--- src/rtl/serial_add_ctrl.sv ---
// rtl/serial_add_ctrl.sv - bit-serial add/subtract controller built on one 1-bit full adder
module serial_add_ctrl #(
  parameter int WIDTH = 8
) (
  input  logic             clk,
  input  logic             rst_n,
  input  logic             start,
  input  logic             sub,
  input  logic [WIDTH-1:0] op_a,
  input  logic [WIDTH-1:0] op_b,
  input  logic             cin,
  output logic             busy,
  output logic             done,
  output logic [WIDTH-1:0] sum,
  output logic             cout,
  output logic             ovf
);

  localparam int IW = $clog2(WIDTH);
  localparam int CW = IW + 1;
  localparam logic [CW-1:0] LAST_CNT = CW'(WIDTH - 1);

  typedef enum logic [1:0] {IDLE, SHIFT, DONE} state_t;

  state_t           state;
  state_t           state_next;
  logic [CW-1:0]    cnt;
  logic [IW-1:0]    idx;
  logic [WIDTH-1:0] a_reg;
  logic [WIDTH-1:0] b_reg;
  logic [WIDTH-1:0] res_reg;
  logic [WIDTH-1:0] res_next;
  logic             carry;
  logic             fa_a;
  logic             fa_b;
  logic             fa_s;
  logic             fa_c;
  logic             load;
  logic             last;

  assign idx  = cnt[IW-1:0];
  assign last = (cnt == LAST_CNT);
  assign load = start && ((state == IDLE) || (state == DONE));

  // The single full adder shared by every bit position
  assign fa_a = a_reg[idx];
  assign fa_b = b_reg[idx];
  assign fa_s = fa_a ^ fa_b ^ carry;
  assign fa_c = (fa_a & fa_b) | (carry & (fa_a ^ fa_b));

  always_ff @(posedge clk) begin
    if (!rst_n) begin
      state <= IDLE;
    end else begin
      state <= state_next;
    end
  end

  always_comb begin
    state_next = state;
    busy       = 1'b0;
    done       = 1'b0;
    case (state)
      IDLE: begin
        if (start) state_next = SHIFT;
      end
      SHIFT: begin
        busy = 1'b1;
        if (last) state_next = DONE;
      end
      DONE: begin
        done       = 1'b1;
        state_next = start ? SHIFT : IDLE;
      end
      default: state_next = IDLE;
    endcase
  end

  always_comb begin
    res_next      = res_reg;
    res_next[idx] = fa_s;
  end

  // Partial results stay internal; sum/cout/ovf only move on the DONE entry edge
  always_ff @(posedge clk) begin
    if (!rst_n) begin
      cnt     <= '0;
      a_reg   <= '0;
      b_reg   <= '0;
      res_reg <= '0;
      carry   <= 1'b0;
      sum     <= '0;
      cout    <= 1'b0;
      ovf     <= 1'b0;
    end else if (load) begin
      a_reg <= op_a;
      b_reg <= sub ? ~op_b : op_b;
      carry <= sub ? 1'b1 : cin;
      cnt   <= '0;
    end else if (state == SHIFT) begin
      res_reg <= res_next;
      carry   <= fa_c;
      cnt     <= cnt + 1'b1;
      if (last) begin
        sum  <= res_next;
        cout <= fa_c;
        ovf  <= carry ^ fa_c;
      end
    end
  end

endmodule

--- config.mk ---
export PLATFORM = sky130hd
export DESIGN_NAME = serial_add_ctrl
export DESIGN_NICKNAME = d
export VERILOG_FILES = /design/src/rtl/serial_add_ctrl.sv
export SDC_FILE = /design/constraint.sdc
export NUM_CORES = 1
export LEC_CHECK = 0
export CAP_MARGIN = 25
export CORE_MARGIN = 8
export CORE_UTILIZATION = 45
export CTS_BUF_LIST = sky130_fd_sc_hd__clkbuf_4 sky130_fd_sc_hd__clkbuf_8 sky130_fd_sc_hd__clkbuf_16
export DETAILED_ROUTE_END_ITERATION = 7
export PLACE_DENSITY = 0.71
export SLEW_MARGIN = 10
export SYNTH_ARGS = -nofsm -noshare
export SYNTH_HDL_FRONTEND = slang
export SYNTH_SLANG_ARGS = --single-unit
--- constraint.sdc ---
create_clock -name clk -period 2.85 [get_ports clk]
set_clock_uncertainty 0.2 [all_clocks]
set_input_delay 0.57 -clock clk [delete_from_list [all_inputs] [get_ports clk]]
set_output_delay 0.57 -clock clk [all_outputs]
set_load 0.05 [all_outputs]
# Word-level counts from Yosys, hierarchy flattened
# Index checks and enable logic that the tools add are counted.
# op_classes
reduce_logical	9
div	0
eq_ne	5
n_mux	17
n_shift	0
add_sub_neg	1
n_bitwise	9
n_mul	0
order_cmp	2
# ops
cell	n
$mux W1	9
$bwmux W8	1
$mux W8	1
$not A8 Y8	1
$bmux W1 S3	2
$pmux W2 S3	1
$add A4 B1 Y4 const B	1
$eq A4 B3 Y1 const B	1
$lt A3 B4 Y1 const B	1
$mux W2	2
$ne A2 B2 Y1 const B	2
$reduce_and A2 Y1	2
$demux W1 S3	1
$ge A3 B1 Y1 const B	1
$reduce_and A3 Y1	1
$xor A1 B1 Y1	3
$and A1 B1 Y1	2
$eq A2 B1 Y1 const B	1
$eq A2 B2 Y1 const B	1
$logic_and A1 B1 Y1	2
$logic_not A2 Y1	1
$not A1 Y1	2
$reduce_bool A2 Y1	1
$reduce_or A2 Y1	1
other kinds (2)	2
# word_totals
latch_bits	0
mem_bits_rw	0
elab_cells	52
n_memories	0
inputBits	21
regBits	41
rom_bits	0
output_inout_bits	12

# Logic depth before layout (Yosys ltp)
# Gate-level depths: netlist of run 1.
# logic_depth
ltp_word	7
depth_mapped	9
depth_no_buf	7

# Least setup slack after synthesis of run 1
# Ideal clock, no wire load.
# synth_timing
kind	reg-to-reg
startpoint	register cnt[2]
endpoint	register sum[4]
setup_time_ps	88
setup_slack_ps	236
path_buffers	1
path_stages_with_launch	8
required_ps	2562
period_less_slack_ps	2614
t_arrival_ps	2326
path_cell_list	dfxtp_1 buf_4 mux2i_1 nor2_1 or4_1 fa_1 or3b_1 a311oi_2
# synth_via
elab_chain_len	5
word_cells_on_any_way	14
classes_between	order compare: 2; eq/ne: 1; mux: 7; bitwise: 2; reduce/logical: 2
# synth_lines
element	line_no	source
start, declared	27	logic [CW-1:0] cnt;
start signal, assigned	103	cnt <= cnt + 1'b1;
$lt A3 B4 Y1 (implied by the code), or another cell as far along	81	res_next[idx] = fa_s;
$logic_and A1 B1 Y1 (implied by the code), or another cell as far along	81	
$mux W1 (implied by the code) or $xor A1 B1 Y1 (tied branches)	81, 48	
$demux W1 S3 or $xor A1 B1 Y1 (tied branches)	81, 48	
$bwmux W8	81	
end signal, assigned	105	sum <= res_next;
end, declared	14	output logic [WIDTH-1:0] sum,
# Parallel ways exist; a longest one is shown, timed or not. The select of a mux whose other input is x is not followed.
# A chain may end at the register's enable or synchronous reset.

# Final worst setup path of run 1
# layout_timing
startpoint	register cnt[1]
endpoint	register sum[4]
# The elaborated chain is that of the path after synthesis.

==> flow_metrics.env, run 1 <==
export IMPL_syn_inst=231
export IMPL_antenna_found_initial=0
export IMPL_fp_dieH_um=82.3
export IMPL_cts_tree="yes"
export IMPL_setup_viol=0
export IMPL_grt_util_all_layers_pct=14.6
export IMPL_fill_cells=420
export IMPL_synth_xor_area_share_pct=4.43
export IMPL_ctsHtreeMaxLevel=2
export IMPL_ioPinCount=33
export IMPL_power_density_nw_per_um2=482
export IMPL_rsz0062_at_grt="no"
export IMPL_grt_pass1_wl_mm=7.76
export IMPL_synth_fa_ha_area_share_pct=1.65
export IMPL_timing_hold_ws_ps=253
export IMPL_avgRoutedWirePerCell_um=14.1
export IMPL_initial_core_util_pct=46.0
export IMPL_hold_violations=0
export IMPL_max_freq_mhz=369
export IMPL_ys_flop_type="dfxtp_1"
export IMPL_io_buffers=32
export IMPL_critical_path_required_ps=2850
export IMPL_layout_common_cells="dfxtp_1, a21oi_1, clkdlybuf4s50_1"
export IMPL_antenna_left=0
export IMPL_core_um2=4290
export IMPL_cts_setup_buffers=0
export IMPL_post_route_drc_count=0
export IMPL_synth_top_family_by_area="simple AND/OR/NAND/NOR gates"
export IMPL_yosys_warnings=0
export IMPL_synth_distinct_cells=41
export IMPL_p_leak_nw=0.828
export IMPL_drtIter0Drc=182
export IMPL_place_gp_congestion=0.889
export IMPL_num_vias=1702
export IMPL_synth_compound_area_share_pct=20.3
export IMPL_ir_drop_uv=282
export IMPL_worst_path_max_fanout=8
export IMPL_report_final_slew_viol_count=0
export IMPL_worst_pin_slew_ps=645
export IMPL_path_class="reg2reg"
export IMPL_synth_seq_cells=41
export IMPL_synth_edf_count=0
export IMPL_routed_wl_mm=4.44
export IMPL_area_growth_pct=23.0
export IMPL_drive_gt1_share_pct=11.4
export IMPL_grt_pass1_vias=1665
export IMPL_fin_crit_ps=2710
export IMPL_post_dp_hpwl_mm=3.23
export IMPL_path_clk_slew_ps=70
export IMPL_grt_max_degree=38
export IMPL_ctsLongestPathBuffers=2
export IMPL_root_buffer="clkbuf_8"
export IMPL_synth_seq_area_share_pct=41.5
export IMPL_cp_start_kind="register"
export IMPL_setup_tns_ps=0
export IMPL_rrSetupSlack_ps=140
export IMPL_viasPerCell=5.40
export IMPL_maxCapViolations=0
export IMPL_diodes=0
export IMPL_gr_total_overflow=0
export IMPL_die_w_um=82.3
export IMPL_cts_sinks=41
export IMPL_cts_made_buffers=5
export IMPL_rows=24
export IMPL_arrival_ps=2710
export IMPL_clock_latency_ps=290
export IMPL_syn_cell_area_um2=1980
export IMPL_dieArea_um2=6770
export IMPL_synthSimpleGateAreaFrac_pct=22.9
export IMPL_postCtsResizedCells=0
export IMPL_end_kind="register"
export IMPL_async_flop_share_pct=0
export IMPL_syn_nets=254
export IMPL_outcome="completed"
export IMPL_power_total_mw=1.17
export IMPL_postCtsHoldBufs=0
export IMPL_utilization_pct=56.6
export IMPL_first_pass_iters=4
export IMPL_fin_nets=286
export IMPL_synth_area_per_cell_um2=8.56
export IMPL_layout_commonest_cell="dfxtp_1"
export IMPL_hold_class="reg2reg"
export IMPL_slew_headroom_pct=57.0
export IMPL_period_share_pct=95.0
export IMPL_muxShareOfSynthArea_pct=3.10
kinds of logic after synthesis:
kind of cell               Yosys count
AOI/OAI and AO/OA                   67
xor gates and xnor gates            10
buffers and inverters               22
DFF                                 41
muxes                                6
and+or+nand+nor                     83
adders and majority gates            2
critical path: stages, from the launching register on:
cell,delay (ps)
dfxtp_1,450
or3b_2,180
a21oi_1,60
or4_1,550
fa_1,550
or3b_1,370
a311oi_2,270
final cells by class:
class                   instances  area [um^2]  share of cell area (%)
clock buffers                   7         90.1                    3.71
flip-flops and latches         41          821                    33.8
repair buffers                 44          408                    16.8
multi-input cells             168         1040                    42.6
well taps                      52         65.1                    2.68
inverters                       3         11.3                   0.463
routing by layer:
layer | global-route usage, % | share of wire [%]
met2 | 22.8 | 44
met4 | 5.26 | 1.4
met3 | 4.44 | 4.0
met1 | 18.5 | 50
met5 | 0 | 0
metrics by stage:
step | area, um^2 | std cells | setup slack [ps]
2_1_floorplan | 1980 | 231 | 236
3_3_place_gp | 2340 | 308 | 231
3_5_place_dp | 2340 | 308 | 155
4_1_cts | 2430 | 315 | 130
5_1_grt | 2430 | 315 | 34.4
6_report | 2430 | 315 | 142
cell usage after synthesis (all sizes together) (4+ instances only):
cell | n | area [um^2]
nor2 | 16 | 62.6
a311oi | 4 | 41.3
nand2b | 5 | 31.3
nand3 | 8 | 40.0
nand2 | 24 | 90.1
a211oi | 10 | 75.1
nand4 | 4 | 25.0
a21oi | 33 | 165
buf | 14 | 88.8
o21ai | 15 | 75.1
dfxtp | 41 | 821
mux2i | 5 | 50.1
clkbuf | 5 | 20.0
or3b | 4 | 37.5
nand3b | 4 | 30.0
xnor2 | 10 | 87.6
where the power goes:
part	total, mW	internal [mW]	switching [mW]	leakage (nW)
clock network	0.388	0.202	0.186	0.0477
registers	0.609	0.595	0.0144	0.334
logic	0.175	0.0826	0.0922	0.447
total	1.17	0.879	0.292	0.828
path summary, 6_finish.rpt:
path	from	end	cells past startpoint
hold / removal	a_reg[0]$_SDFFE_PN0P_	a_reg[0]$_SDFFE_PN0P_	2
setup / recovery	cnt[1]$_SDFFE_PP0N_	sum[4]$_SDFFE_PN0P_	6
hold reg to reg	a_reg[0]$_SDFFE_PN0P_	a_reg[0]$_SDFFE_PN0P_	2
setup reg to reg	cnt[1]$_SDFFE_PP0N_	sum[4]$_SDFFE_PN0P_	6
No activity file was read; power rests on OpenSTA's default activity.
==> run 2: changes to the inputs <==
--- a/config.mk
+++ b/config.mk
@@ -10,7 +10,9 @@
 export CORE_UTILIZATION = 45
 export CTS_BUF_LIST = sky130_fd_sc_hd__clkbuf_4 sky130_fd_sc_hd__clkbuf_8 sky130_fd_sc_hd__clkbuf_16
 export DETAILED_ROUTE_END_ITERATION = 7
-export PLACE_DENSITY = 0.71
+export DONT_BUFFER_PORTS = 1
+export PLACE_DENSITY = 0.62
+export SETUP_SLACK_MARGIN = 0.15
 export SLEW_MARGIN = 10
 export SYNTH_ARGS = -nofsm -noshare
 export SYNTH_HDL_FRONTEND = slang
==> flow_metrics.env, run 2 (synthesis results as in run 1) <==
export IMPL_outcome="completed"
export IMPL_post_route_drc_count=0
export IMPL_dieArea_um2=6770
export IMPL_place_ws_ps=202
export IMPL_fin_crit_ps=2610
export IMPL_grt_util_all_layers_pct=13.7
export IMPL_maxCapViolations=0
export IMPL_power_density_nw_per_um2=529
export IMPL_setup_tns_ps=0
export IMPL_slew_headroom_pct=57.7
export IMPL_setup_ws_ps=236
export IMPL_initial_core_util_pct=46.0
export IMPL_core_um2=4290
export IMPL_end_kind="register"
export IMPL_worst_pin_slew_ps=634
export IMPL_gr_total_overflow=0
export IMPL_fin_nets=253
export IMPL_die_w_um=82.3
export IMPL_antenna_found_initial=0
export IMPL_avgRoutedWirePerCell_um=15.3
export IMPL_root_buffer="clkbuf_8"
export IMPL_cts_sinks=41
export IMPL_num_vias=1586
export IMPL_crit_path_cell_trace="buf_8, nand3_1, a21oi_2, or4_4, fa_1, or3b_1, a311oi_2"
export IMPL_routed_wl_mm=4.32
export IMPL_hold_violations=0
export IMPL_layout_commonest_cell="dfxtp_1"
export IMPL_post_dp_hpwl_mm=3.05
export IMPL_ioPinCount=33
export IMPL_utilization_pct=49.7
export IMPL_clock_latency_ps=300
export IMPL_cts_made_buffers=5
export IMPL_grt_pass1_vias=1482
export IMPL_viasPerCell=5.60
export IMPL_max_freq_mhz=383
export IMPL_ir_drop_uv=318
export IMPL_max_stage_delay_ps=580
export IMPL_drive_gt1_share_pct=14.7
export IMPL_rsz0062_at_grt="no"
export IMPL_layout_common_cells="dfxtp_1, a21oi_1, nand2_1"
export IMPL_ctsHtreeMaxLevel=2
export IMPL_hold_class="in2reg"
export IMPL_report_final_slew_viol_count=0
export IMPL_critPathSlowestCell="fa_1"
export IMPL_path_class="reg2reg"
export IMPL_rows=24
export IMPL_setup_viol=0
export IMPL_worst_path_max_fanout=8
export IMPL_area_growth_pct=7.85
export IMPL_place_gp_congestion=0.863
export IMPL_path_clk_slew_ps=70
export IMPL_cp_start_kind="register"
export IMPL_grt_max_degree=38
export IMPL_antenna_left=0
export IMPL_period_share_pct=91.7
export IMPL_diodes=0
export IMPL_critical_path_required_ps=2860
export IMPL_p_leak_nw=0.707
export IMPL_arrival_ps=2630
export IMPL_fp_dieH_um=82.3
export IMPL_drtIter0Drc=106
export IMPL_ctsLongestPathBuffers=2
export IMPL_first_pass_iters=4
export IMPL_cts_tree="yes"
export IMPL_power_total_mw=1.13
export IMPL_postCtsHoldBufs=0
export IMPL_io_buffers=0
export IMPL_grt_pass1_wl_mm=7.22
run 2: cell types whose count changed in the layout (fill, tap and decap cells not counted), moves of 2 or more:
cell	change
clkdlybuf4s50_1	-31
clkinv_2	+2
dfxtp_1	-3
buf_4	-4
dfxtp_4	+3
run 2: critical path: cells and delay by family (launching register included):
kind / cells / cell delay (ps)
AND/OR/NAND/NOR: 3 / 950
buffers and inverters: 1 / 130
AO/OA/AOI/OAI: 2 / 310
flip-flops: 1 / 360
adder cells (fa/ha/maj): 1 / 580
run 2: where the power goes:
part	switching [mW]	internal [mW]
sequential	0.0141	0.593
clock	0.198	0.179
combinational	0.0843	0.0601
run 2: path summary, 6_finish.rpt:
path / start / end / slack, ps / cells after the start
max: cnt[0]$_SDFFE_PP0N_ / sum[4]$_SDFFE_PN0P_ / 240 / 7
max reg2reg: cnt[0]$_SDFFE_PP0N_ / sum[4]$_SDFFE_PN0P_ / 240 / 7
min reg2reg: a_reg[5]$_SDFFE_PN0P_ / a_reg[5]$_SDFFE_PN0P_ / 260 / 2
min: op_a[0] / a_reg[0]$_SDFFE_PN0P_ / 200 / 2
run 2: what timing repair did:
item | 4_1_cts | 5_1_grt
setup buffers | 0 | 1
resized for setup | 0 | 11
setup endpoints to repair | 0 | 3
run 2: per-stage QoR:
step	hold WS [ps]	area [um^2]	cells
floorplan	232	1980	231
global placement	243	2010	274
detailed placement	250	2010	274
CTS	189	2090	282
global route	188	2130	283
finish	200	2130	283
run 2: layer usage:
metal | share of wire, % | track usage (%) | vias up
met5 | 0 | 0 | -
met1 | 47 | 17.4 | 732
met2 | 45 | 21.0 | 29
met4 | 1.3 | 4.74 | 0
li1 | - | - | 820
met3 | 5.9 | 5.09 | 5
run 2: area by class of cell:
| type | instances | area (um^2) |
|---|---|---|
| clock buffers | 6 | 76.3 |
| clock inverters | 2 | 10.0 |
| fillers | 432 | 2160 |
| inverters | 3 | 11.3 |
| multi-input cells | 168 | 1040 |
| flip-flops and latches | 41 | 832 |
| well taps | 52 | 65.1 |
| repair buffers | 11 | 93.8 |
==> run 3: changes to the inputs <==
--- a/config.mk
+++ b/config.mk
@@ -13,7 +13,6 @@
 export DONT_BUFFER_PORTS = 1
 export PLACE_DENSITY = 0.62
 export SETUP_SLACK_MARGIN = 0.15
-export SLEW_MARGIN = 10
 export SYNTH_ARGS = -nofsm -noshare
 export SYNTH_HDL_FRONTEND = slang
 export SYNTH_SLANG_ARGS = --single-unit
==> results of run 3 <==
Same layout as run 2: the final DEF is identical, and so are final timing and power.
